### src/rtl/phys_reg_free_list.sv
// Circular FIFO of free physical-register tags feeding rename.
// p0..p(NUM_AREGS-1) start mapped; the remaining tags start free, in order.
module phys_reg_free_list #(
  parameter int NUM_PREGS = 64,
  parameter int NUM_AREGS = 32,
  parameter int DEPTH     = NUM_PREGS - NUM_AREGS,
  parameter int TAG_W     = $clog2(NUM_PREGS),
  parameter int PTR_W     = $clog2(DEPTH),
  parameter int CNT_W     = $clog2(DEPTH) + 2
) (
  input  logic             clk,
  input  logic             rst,
  input  logic             alloc_req,
  output logic             alloc_valid,
  output logic [TAG_W-1:0] alloc_preg,
  output logic             stall,
  input  logic             free_valid,
  input  logic [TAG_W-1:0] free_preg,
  output logic [CNT_W-1:0] count,
  output logic             free_err
);

  logic [TAG_W-1:0] mem_q [DEPTH];
  logic [TAG_W-1:0] mem_d [DEPTH];
  logic [PTR_W-1:0] head_q, head_d;
  logic [PTR_W-1:0] tail_q, tail_d;
  logic [CNT_W-1:0] count_q, count_d;
  logic             free_err_q, free_err_d;

  logic             empty;
  logic             full;
  logic             do_alloc;
  logic             do_free;

  function automatic logic [PTR_W-1:0] ptr_inc(input logic [PTR_W-1:0] p);
    return (p == PTR_W'(DEPTH - 1)) ? '0 : p + PTR_W'(1);
  endfunction

  assign empty       = (count_q == '0);
  assign full        = (count_q == CNT_W'(DEPTH));
  assign alloc_valid = !rst && alloc_req && !empty;
  assign stall       = !rst && alloc_req && empty;
  assign alloc_preg  = empty ? '0 : mem_q[head_q];
  assign do_alloc    = alloc_valid;
  // A full list can still take a free when the same cycle frees a slot.
  assign do_free     = free_valid && (free_preg != '0) && (!full || do_alloc);
  assign count       = count_q;
  assign free_err    = free_err_q;

  always_comb begin
    mem_d      = mem_q;
    head_d     = head_q;
    tail_d     = tail_q;
    count_d    = count_q + CNT_W'(do_free) - CNT_W'(do_alloc);
    free_err_d = free_valid && (free_preg != '0) && full && !do_alloc;
    if (do_alloc) begin
      head_d = ptr_inc(head_q);
    end
    if (do_free) begin
      mem_d[tail_q] = free_preg;
      tail_d        = ptr_inc(tail_q);
    end
  end

  always_ff @(posedge clk) begin
    if (rst) begin
      for (int i = 0; i < DEPTH; i++) begin
        mem_q[i] <= TAG_W'(NUM_AREGS + i);
      end
      head_q     <= '0;
      tail_q     <= '0;
      count_q    <= CNT_W'(DEPTH);
      free_err_q <= 1'b0;
    end else begin
      mem_q      <= mem_d;
      head_q     <= head_d;
      tail_q     <= tail_d;
      count_q    <= count_d;
      free_err_q <= free_err_d;
    end
  end

endmodule
### config.mk
export PLATFORM = sky130hd
export DESIGN_NAME = phys_reg_free_list
export DESIGN_NICKNAME = d
export VERILOG_FILES = /design/src/rtl/phys_reg_free_list.sv
export SDC_FILE = /design/constraint.sdc
export NUM_CORES = 1
export LEC_CHECK = 0
export BUFFER_PORTS_ARGS = -buffer_cell sky130_fd_sc_hd__buf_2
export CAP_MARGIN = 20
export CELL_PAD_IN_SITES_DETAIL_PLACEMENT = 0
export CELL_PAD_IN_SITES_GLOBAL_PLACEMENT = 1
export CORE_UTILIZATION = 26
export CTS_CLUSTER_DIAMETER = 50
export DETAILED_ROUTE_END_ITERATION = 7
export HOLD_SLACK_MARGIN = 0.03
export PLACE_DENSITY = 0.59
export SLEW_MARGIN = 40
export SYNTH_ARGS = -nofsm -noshare
export SYNTH_HDL_FRONTEND = slang
export SYNTH_SLANG_ARGS = --single-unit
### constraint.sdc
create_clock -name clk -period 3.2 [get_ports clk]
set_input_delay 0.32 -clock clk [delete_from_list [all_inputs] [get_ports clk]]
set_output_delay 0.32 -clock clk [all_outputs]
set_load 0.05 [all_outputs]
==> metrics.cfg <==
[cts]
cts_tree = done
clk_root_buffer_cell = sky130_fd_sc_hd__clkbuf_16
clock_sinks = 210
clock_tree.htree_level_count = 1
insertion_delay_ns = 0.55
cts_resized = 0
hold_buffers = 0
max-clock-path-buffers = 3
postCtsSetupRepairBufs = 0
total_clock_buffers_created_by_cts = 31
clk_transition_reported_paths_ns = 0.06

[global_routing]
busiest_layer = met2
global_route.usage.met3 = 0.0215
grt_first_pass_wirelength_um = 41500
met1_grt_util = 0.189
use_met2 = 0.210
vias_in_the_first_global_route = 7099
grt_overflow = 0
gr-usage-all-layers = 0.133
grt_max_degree = 111
grt_antenna_before_repair = 0

[floorplanning]
core_area_um2 = 38600
io_pins = 26
area_of_the_die_um2 = 39900
fp.dieW_um = 200
chipHeight_um = 200
std_cell_rows = 72
initial_utilization = 0.263

[worst_setup_path]
critPathRequiredTime_ns = 2.88
reg2reg_to = count[6]
cp_max_fo = 11
worst_path_largest_cell_delay_ns = 0.49
crit_path_start_kind = flop
crit_chain = buf_4, mux2_2, a221oi_1, nand3_1, and3_1, buf_2
critical-path-slowest-cell = sky130_fd_sc_hd__dfxtp_4
r2r-start = count[3]
timing.setup.critical_path_class = reg2out
reg2regPathDepth = 15
worst_ep_arrival_time_ns = 2.74
ff2ff_setup_slack_ns = 0.24
critical_path.endpoint_type = output port

[synth]
ys_warn_count = 0
postSynthNetCount = 1008
synth-seq-cells = 210
post_synth_num_cell_types = 53
sequential_cell_area_fraction_in_the_yosys_report = 0.413
syn_avg_cell_area_um2 = 10.4
post_synth_inst_count = 980
post_syn_area_um2 = 10200

[routing]
num_vias = 7258
antenna_violating_nets_post_route = 0
route.detailed.vias_per_inst = 4.75
drt_pre_antenna_iters = 5
drc = 0
detail_route.wl_per_cell_um = 17.1
dr.first_iter.drc_count = 414
routed_wire_length_um = 26100

[hold_path]
min-delay-path-class = in2reg
min_from = free_valid
min_delay_worst_endpoint = tail_q[4]
worst_hold_path.num_cells = 5

[job]
maxCapViolCount = 0

[sta]
hold_violations = 0
worst_clock_skew_ns = 0.0227
setup-violations-final = 0
grt_setup_unrepaired = false
fmaxAchievable_mhz = 327
setup_tns_ns = 0
maxSlewHeadroom = 0.450
number_of_max_slew_violations_in_the_final_report = 0
share_of_the_clock_period_used_by_the_worst_path = 0.956
finalWorstSetupSlack_ns = 0.142
tightestPinTransition_ns = 0.824
layout_min_cycle_time_ns = 3.06

[place]
post-place-ws_ns = 0.235
place_inst = 1470
gp_routability_congestion = 0.805
detailedPlacementHpwl_um = 16400
port-buffer-count = 25

[final_layout]
mostFrequentLayoutCells = 202 x sky130_fd_sc_hd__dfxtp_1, 112 x sky130_fd_sc_hd__a211o_1, 110 x sky130_fd_sc_hd__nor2_1, 95 x sky130_fd_sc_hd__nor2b_1, 92 x sky130_fd_sc_hd__mux2i_1
antenna_cells = 0
leading_cell_type_in_the_layout_fill_and_taps_excluded = sky130_fd_sc_hd__dfxtp_1
multi_input_combinational_cell_area_um2 = 5550
finalNonFillerCells = 1528
flow.area_growth_from_synthesis_pct = 18.2
final-seq-area_um2 = 4220
fillers = 3931
final_core_util = 0.311
layout-drive-gt1-share = 0.200
design.final.nets = 1013

[power_and_ir_drop]
power.leakage_nw = 3.97
max-vdd-ir-drop_mv = 0.367
pwr_per_cell_area_nw_per_um2 = 659

[run_status]
run_status = finished clean

-- worst max-delay path, delay by kind of cell (launching register included) --
family | cells | cell delay (ns)
compound gates | 1 | 0.46
buf+inv | 2 | 0.43
flops | 1 | 0.49
mux | 1 | 0.35
simple gates | 2 | 0.45
-- worst max-delay path by stage --
| stage | start | slack (ns) | to |
|---|---|---|---|
| 3_3_place_gp | free_preg[1] | 0.26 | count[6] |
| 3_5_place_dp | free_preg[1] | 0.23 | count[6] |
| 4_1_cts | head_q[0] | 0.1 | alloc_preg[1] |
| 2_1_floorplan | count[2] | 0.01 | count[6] |
| 5_1_grt | head_q[0] | 0.02 | alloc_preg[1] |
| 6_report | head_q[0] | 0.14 | alloc_preg[4] |
-- stage by stage --
step	hold slack [ns]	power [mW]	instance area [um2]
after detailed placement	0.448	4.35	10900
after floorplan	0.430	3.96	10200
after global placement	0.437	4.33	10900
final	0.178	7.92	12000
after global routing	0.161	8.27	12000
after CTS	0.151	8.04	12000
-- report_power, final --
part           total (mW)  switching (mW)  internal [mW]  leakage, nW
registers            2.78          0.0788           2.70         1.70
logic                1.49           0.998          0.493         1.72
clock network        3.65            1.33           2.32        0.551
-- layer usage --
metal  vias to the layer above  share of wire
li1                       3550              -
met2                       123           0.45
met3                        26          0.040
met5                         -              0
met4                         0          0.011
met1                      3559           0.50
-- synth_stat cells (all sizes together) --
cell / count / area share
o31ai: 1 / 0.00074
o211ai: 1 / 0.00074
mux2i: 92 / 0.091
nand3b: 3 / 0.0022
fa: 1 / 0.0020
mux4: 36 / 0.080
a21oi: 16 / 0.0079
and3: 10 / 0.0062
or4b: 2 / 0.0020
nor4: 1 / 0.00062
nand4: 4 / 0.0025
or4: 3 / 0.0026
and3b: 3 / 0.0026
a22oi: 12 / 0.0089
a211o: 112 / 0.096
nor4b: 3 / 0.0032
nor2b: 95 / 0.058
xor2: 1 / 0.00086
nor4bb: 1 / 0.00098
a221oi: 6 / 0.0052
nor2: 112 / 0.042
a31oi: 3 / 0.0018
or3: 1 / 0.00062
nor3: 35 / 0.045
nand2: 49 / 0.018
o21a: 2 / 0.0015
or2: 1 / 0.00062
a21o: 2 / 0.0015
nand3: 10 / 0.0049
nor3b: 4 / 0.0030
clkbuf: 47 / 0.017
dfxtp: 210 / 0.41
o21bai: 1 / 0.00074
mux2: 12 / 0.013
buf: 32 / 0.019
o221ai: 6 / 0.0052
inv: 20 / 0.0074
ha: 17 / 0.021
nand2b: 3 / 0.0026
o21ai: 7 / 0.0046
xnor2: 2 / 0.0017
o211a: 1 / 0.00098
-- flip-flops by register name, indices dropped and copies added, names as in the netlist --
name / count
tail_q: 5
free_err: 1
head_q: 5
count: 7
mem_q: 192
-- cells by family (layout without fill, tap and decap cells) --
| logic type | after synthesis | after routing | synth area share |
|---|---|---|---|
| buffers and inverters | 99 | 129 | 0.0437 |
| multiplexers | 140 | 140 | 0.184 |
| adder cells (fa/ha/maj) | 18 | 18 | 0.0229 |
| XOR/XNOR | 3 | 3 | 0.00258 |
| flip-flops | 210 | 210 | 0.413 |
| AO/OA/AOI/OAI | 170 | 170 | 0.136 |
| AND/OR/NAND/NOR | 340 | 340 | 0.198 |
-- layout make-up --
class,instances,area share
multi-input cells,671,0.461
flip-flops and latches,210,0.351
clock buffers,36,0.0703
well taps,518,0.0539
repair buffers,51,0.0330
clock inverters,22,0.0241
inverters,20,0.00656
Note: power is estimated with default switching activity, not from simulation.
